`config.mk`:
```
export PLATFORM = sky130hd
export DESIGN_NAME = aes_trace_driver
export DESIGN_NICKNAME = d
export VERILOG_FILES = /design/src/rtl/aes_trace_driver.sv
export SDC_FILE = /design/constraint.sdc
export NUM_CORES = 1
export LEC_CHECK = 0
export BUFFER_PORTS_ARGS = -buffer_cell sky130_fd_sc_hd__clkbuf_2
export CORE_ASPECT_RATIO = 1.4
export CORE_MARGIN = 1
export CORE_UTILIZATION = 59
export DETAILED_ROUTE_END_ITERATION = 10
export PLACE_DENSITY = 0.91
export SLEW_MARGIN = 20
export SYNTH_ARGS = -nofsm -noshare
export SYNTH_HDL_FRONTEND = slang
export SYNTH_SLANG_ARGS = --single-unit
```
`constraint.sdc`:
```
create_clock -name clk -period 6.5 [get_ports clk]
set_clock_uncertainty 0.2 [all_clocks]
set_input_delay 0.65 -clock clk [delete_from_list [all_inputs] [get_ports clk]]
set_output_delay 0.65 -clock clk [all_outputs]
set_load 0.05 [all_outputs]
```
`src/rtl/aes_trace_driver.sv`:
```
// aes_trace_driver: runs a chained batch of AES core operations, triggers the scope
// per operation and streams each block's input and result out as 32 bytes.
module aes_trace_driver #(
    parameter logic [127:0] SEED         = 128'h00112233445566778899aabbccddeeff,
    parameter int           BUSY_WAIT    = 4,
    parameter int           DONE_TIMEOUT = 255,
    parameter int           GAP_CYCLES   = 16
) (
    input  logic         clk,
    input  logic         rst_n,
    input  logic         start_i,
    input  logic [15:0]  count_i,
    input  logic         dec_i,
    output logic         core_load_o,
    output logic [127:0] core_data_o,
    output logic         core_dec_o,
    input  logic         core_busy_i,
    input  logic [127:0] core_data_i,
    output logic         trig_o,
    output logic [7:0]   byte_o,
    output logic         byte_valid_o,
    input  logic         byte_ready_i,
    output logic         busy_o,
    output logic         done_o,
    output logic         err_o
);
    typedef enum logic [2:0] {IDLE, LOAD, WAIT_BUSY, WAIT_DONE, SEND, GAP, FINISH} state_t;

    localparam logic [7:0] BW = 8'(BUSY_WAIT);
    localparam logic [7:0] DT = 8'(DONE_TIMEOUT);
    localparam logic [7:0] GC = 8'(GAP_CYCLES);

    state_t        state_q, state_d;
    logic [15:0]   remaining_q, remaining_d;
    logic [127:0]  data_q, data_d, result_q, result_d;
    logic          dec_q, dec_d, err_q, err_d;
    logic [4:0]    idx_q, idx_d;
    logic [7:0]    cnt_q, cnt_d;
    logic [7:0]    cnt_inc;
    logic [127:0]  blk;

    assign cnt_inc = cnt_q + 8'd1;

    always_ff @(posedge clk) begin
        if (!rst_n) begin
            state_q     <= IDLE;
            remaining_q <= '0;
            data_q      <= '0;
            result_q    <= '0;
            dec_q       <= 1'b0;
            err_q       <= 1'b0;
            idx_q       <= '0;
            cnt_q       <= '0;
        end else begin
            state_q     <= state_d;
            remaining_q <= remaining_d;
            data_q      <= data_d;
            result_q    <= result_d;
            dec_q       <= dec_d;
            err_q       <= err_d;
            idx_q       <= idx_d;
            cnt_q       <= cnt_d;
        end
    end

    // The wait counter holds cycles elapsed since the load pulse while in WAIT_BUSY.
    always_comb begin
        state_d     = state_q;
        remaining_d = remaining_q;
        data_d      = data_q;
        result_d    = result_q;
        dec_d       = dec_q;
        err_d       = err_q;
        idx_d       = idx_q;
        cnt_d       = cnt_q;
        case (state_q)
            IDLE: begin
                if (start_i) begin
                    err_d = 1'b0;
                    if (count_i != 16'd0) begin
                        remaining_d = count_i;
                        dec_d       = dec_i;
                        data_d      = SEED;
                        state_d     = LOAD;
                    end else begin
                        state_d = FINISH;
                    end
                end
            end
            LOAD: begin
                cnt_d   = 8'd1;
                state_d = WAIT_BUSY;
            end
            WAIT_BUSY: begin
                if (core_busy_i) begin
                    cnt_d   = '0;
                    state_d = WAIT_DONE;
                end else if (cnt_inc == BW) begin
                    err_d   = 1'b1;
                    state_d = FINISH;
                end else begin
                    cnt_d = cnt_inc;
                end
            end
            WAIT_DONE: begin
                if (!core_busy_i) begin
                    result_d = core_data_i;
                    idx_d    = '0;
                    state_d  = SEND;
                end else if (cnt_inc == DT) begin
                    err_d   = 1'b1;
                    state_d = FINISH;
                end else begin
                    cnt_d = cnt_inc;
                end
            end
            SEND: begin
                if (byte_ready_i) begin
                    idx_d = idx_q + 5'd1;
                    if (idx_q == 5'd31) begin
                        data_d      = result_q;
                        remaining_d = remaining_q - 16'd1;
                        cnt_d       = '0;
                        state_d     = (remaining_q == 16'd1) ? FINISH : (GC == 8'd0) ? LOAD : GAP;
                    end
                end
            end
            GAP: begin
                cnt_d   = cnt_inc;
                state_d = (cnt_inc == GC) ? LOAD : GAP;
            end
            FINISH:  state_d = IDLE;
            default: state_d = IDLE;
        endcase
    end

    // Bytes 0-15 come from the block input, 16-31 from the result, MSB byte first.
    assign blk          = idx_q[4] ? result_q : data_q;
    assign byte_o       = (state_q == SEND) ? blk[{~idx_q[3:0], 3'b000} +: 8] : 8'h00;
    assign byte_valid_o = (state_q == SEND);
    assign core_load_o  = (state_q == LOAD);
    assign trig_o       = (state_q == LOAD) || (state_q == WAIT_BUSY) || (state_q == WAIT_DONE);
    assign core_data_o  = data_q;
    assign core_dec_o   = dec_q;
    assign busy_o       = (state_q != IDLE);
    assign done_o       = (state_q == FINISH);
    assign err_o        = err_q;
endmodule

```
# After elaboration in Yosys (flattened, before gate mapping)
# Index checks and enable logic that the tools add are counted.
# W data, S select, Z words.
# word_totals
register_bits,290
input_bits,150
word_cells,93
# op_classes
add_sub_neg,3
n_eq_ne,24
shift,1
n_mux,39
n_bitwise,2
reduce_logical,16
# ops
operator,n
$mux W128,5
$pmux W128 S2,1
$shiftx A128 B8 Y8,1
$mux W16,4
$mux W8,7
$pmux W8 S5,1
$pmux W16 S2,1
$mux W3,9
$pmux W3 S6,1
$eq A16 B1 Y1 const B,1
$ne A2 B2 Y1 const B,8
$reduce_bool A16 Y1,1
$sub A16 B1 Y16 const B,1
$reduce_and A6 Y1,2
$mux W5,2
$pmux W5 S2,1
$reduce_and A5 Y1,2
$eq A3 B3 Y1 const B,3
$ne A3 B3 Y1 const B,3
$add A8 B1 Y8 const B,1
$eq A8 B3 Y1 const B,1
$eq A8 B5 Y1 const B,1
$eq A8 B8 Y1 const B,1
$eq A3 B2 Y1 const B,2
other kinds (16),25

# Longest topological paths before layout
# depth
ltp_word,5
ltp_mapped,12
depth_no_buf,8

# Least setup slack after synthesis
# Ideal clock, no wire load.
# synth_timing
path_type,flip-flop to output port
start,reg idx_q[0]
end,out byte_o[6]
arrival_time_ns,2.211
slack_ns,3.439
path_stages_with_launch,6
path_buffers,2
cell_sequence,dfxtp_1 -> buf_2 -> buf_1 -> mux4_2 -> mux4_2 -> a22o_1
# synth_via
elab_chain_len,3
# synth_lines
element,line_no,text
from (decl),37,"logic [4:0] idx_q, idx_d;"
from (signal assigned),61,idx_q <= idx_d;
$not A4 Y4,139,"assign byte_o = (state_q == SEND) ? blk[{~idx_q[3:0], 3'b000} +: 8] : 8'h00;"
$shiftx A128 B8 Y8,139,
$mux W8,139,
to (decl),20,"output logic [7:0] byte_o,"
# No other way between the ends.

# Worst setup path in the final report
# layout_timing
start,reg idx_q[4]
end,out byte_o[7]
# layout_via
elab_chain_len,3
# layout_lines
element,line_no,text
$mux W128,138,assign blk = idx_q[4] ? result_q : data_q;
$shiftx A128 B8 Y8,139,
$mux W8,139,
# No other way between the ends.

==> flow_summary.yaml <==
clocking:
  insertion_delay_ns: 0.55
  clock-root-buffer: "clkbuf_16"
  cts_hold_buf: 0
  cts_resized: 0
  numCtsBuffers: 28
  postCtsSetupBuffers: 0
  cts.clk_slew.worst_paths_ns: 0.07
  cts_tree: "done"
  cts_sinks: 290
  h-tree-depth: 1
  clk_path_buf_depth: 3
layout:
  nets: 1894
  diodes: 0
  n_fill_cell: 1588
  drive_above_1_share_pct: 25.6
  area_delta_synth_final_pct: 18.4
run:
  max_cap_violations: 0
drt:
  vias: 12893
  ant_nets: 0
  first_iter_violations: 1492
  wl_per_cell_um: 20.0
  drc: 0
  dr.pass1.iters: 8
  wirelength_um: 41000
  drt-vias-per-instance: 6.27
synth:
  netlist_top_cells_area: "dfxtp_1 44%, mux4_2 14%, nand2_1 9.8%"
  synth_top_area_cell: "dfxtp_1"
  synth_edf_count: 0
  netlist_area_um2: 13300
  avgSynthCellArea_um2: 8.59
  synth_top_area_share_pct: 43.8
  synthesis.nets: 1700
  ys_types: 61
  synth_ff_type: "dfxtp_1"
  synthCells: 1544
  synth.most_common_cell: "nand2_1"
  synth.ff_latch_count: 290
  synthTopCellsByCount: "347 x nand2_1, 290 x dfxtp_1, 221 x a21oi_1, 153 x nor2_1, 88 x clkbuf_1"
  ys_async_sr_fraction_pct: 0
  synth-warning-count: 0
  synth_seq_area_share_pct: 43.8
timing:
  finalCritPeriodShare_pct: 70.2
  setup-violations-final: 0
  final_max_slew_viol_count: 0
  rsz0062_at_grt: "no"
  timing.fmax_mhz: 219
  fin_ws_ns: 1.94
  worst_pin_slew_ns: 1.16
  hold_viol_final: 0
  maxSlewHeadroom_pct: 22.4
  fin_crit_ns: 4.56
  setup_tns_ns: 0
  fin_hold_ws_ns: 0.114
floorplanning:
  coreArea_um2: 21900
  die_y_um: 179
  num_io_pins: 293
  rows: 64
  start_util_pct: 60.4
  die_w_um: 129
  dieArea_um2: 23100
global_route:
  grt_util_all_layers_pct: 34.7
  antenna_found_initial: 0
  grt_pass1_wl_um: 62600
  grt_pass1_vias: 12069
  grt-ovfl-total: 0
  grt_start_max_net_pins: 201
setup_path:
  cp_cell_sequence: "buf_4, mux4_2, mux4_2, a22o_1, clkbuf_2"
  r2r-end: "core_data_o[70]$_SDFFE_PN0P_"
  rr_startpoint: "idx_q[0]$_SDFFE_PN0P_"
  start_kind: "flop"
  worst-path-max-fanout: 34
  path_common_cell: "mux4_2"
  crit_required_ns: 5.65
  slowest_delay_ns: 0.81
  arrival_ns: 3.71
  cp_slowest_cell: "dfxtp_4"
  critPathKind: "reg2out"
  reg2reg_depth: 9
  rrSetupSlack_ns: 2.66
  end_kind: "output port"
  crit_start: "idx_q[4]$_SDFFE_PN0P_"
hold_path:
  hold_start: "core_data_i[30]"
  hold_depth: 3
  holdPathEnd: "result_q[30]$_SDFFE_PN0P_"
  hold_class: "in2reg"
placed_design:
  place_hpwl_um: 26600
  port_buffers: 292
  dpl_worst_slack_ns: 2.16
  gp_congestion: 0.903
pwr:
  vdd_drop_max_uv: 322
  power_density_nw_per_um2: 395
  power.leakage_nw: 6.02
  fin_total_pwr_mw: 6.20
run_status:
  status: "finished, final reports clean"
cells in the final DEF, fill, tap and decap left out, types with 3 or more instances in the layout:
cell,instances
nand2_1,346
clkbuf_2,292
dfxtp_1,287
a21oi_1,221
nor2_1,153
nand3_1,86
mux4_2,80
a211oi_1,64
clkbuf_16,28
o21ai_0,26
nor3_1,10
a22o_1,9
and3_1,9
nor4_1,9
nand2b_1,9
buf_4,8
inv_1,7
o211ai_1,6
ha_1,6
bufinv_16,6
clkinv_2,6
or4_1,5
o21a_1,4
or3_1,4
clkbuf_8,4
and2_1,3
a21o_1,3
nor3b_1,3
o21ai_1,3
a31oi_1,3
o31ai_1,3
worst max-delay path, delay by kind of cell, from the launching register on:
family	cells	cell delay, ns
AO/OA/AOI/OAI	1	0.29
buffers and inverters	2	0.88
flip-flops	1	0.81
multiplexers	2	1.17
logic make-up (layout without fill, tap and decap cells):
kind of cell / Yosys count / in the layout / share of synthesized area, %
mux: 83 / 83 / 13.8
simple gates: 652 / 652 / 20.7
buf+inv: 148 / 363 / 4.90
xor+xnor: 3 / 3 / 0.198
compound gates: 362 / 362 / 16.0
flops: 290 / 290 / 43.8
fa+ha+maj: 6 / 6 / 0.566
sequential cells by signal, summed over array words and instances (netlist names):
signal	flops
cnt_q	8
core_data_o	128
core_dec_o	1
err_o	1
idx_q	5
remaining_q	16
result_q	128
state_q	3
power breakdown:
part	internal, mW	switching (mW)	total, mW
sequential	2.00	0.263	2.26
clock	1.08	0.737	1.82
combinational	0.599	1.52	2.12
routing by layer:
metal | wire (um) | GRT usage (%) | part of all wire [%]
met1 | 14800 | 42.8 | 36
met2 | 19800 | 57.5 | 48
met3 | 4000 | 6.32 | 9.7
met5 | 0 | 0 | 0
met4 | 2430 | 19.5 | 5.9
per-stage QoR:
step | util (%) | std cells | area [um2]
global placement | 66.6 | 2003 | 14600
global route | 71.5 | 2056 | 15700
finish | 71.5 | 2056 | 15700
floorplan | - | 1544 | 13300
detailed placement | 66.6 | 2003 | 14600
CTS | 71.3 | 2054 | 15600
layout make-up:
type                    instances  area, um2  area share [%]
repair buffers                303       1600            10.2
inverters                       9       41.3           0.263
multi-input cells            1106       6840            43.6
clock buffers                  33        759            4.84
flip-flops and latches        290       5810            37.0
well taps                     297        372            2.37
clock inverters                18        273            1.74
how the worst max path moves through the flow:
stage                                   endpoint  slack (ns)  cells past startpoint
detailed placement  core_data_o[63]$_SDFFE_PN0P_        2.16                      9
finish                                 byte_o[7]        1.94                      5
global placement    core_data_o[28]$_SDFFE_PN0P_        2.38                      9
global route                           byte_o[7]        1.77                      5
CTS                                    byte_o[7]        1.90                      5
floorplan                              byte_o[6]        3.44                      5
Note: power is estimated with default switching activity, not from simulation.
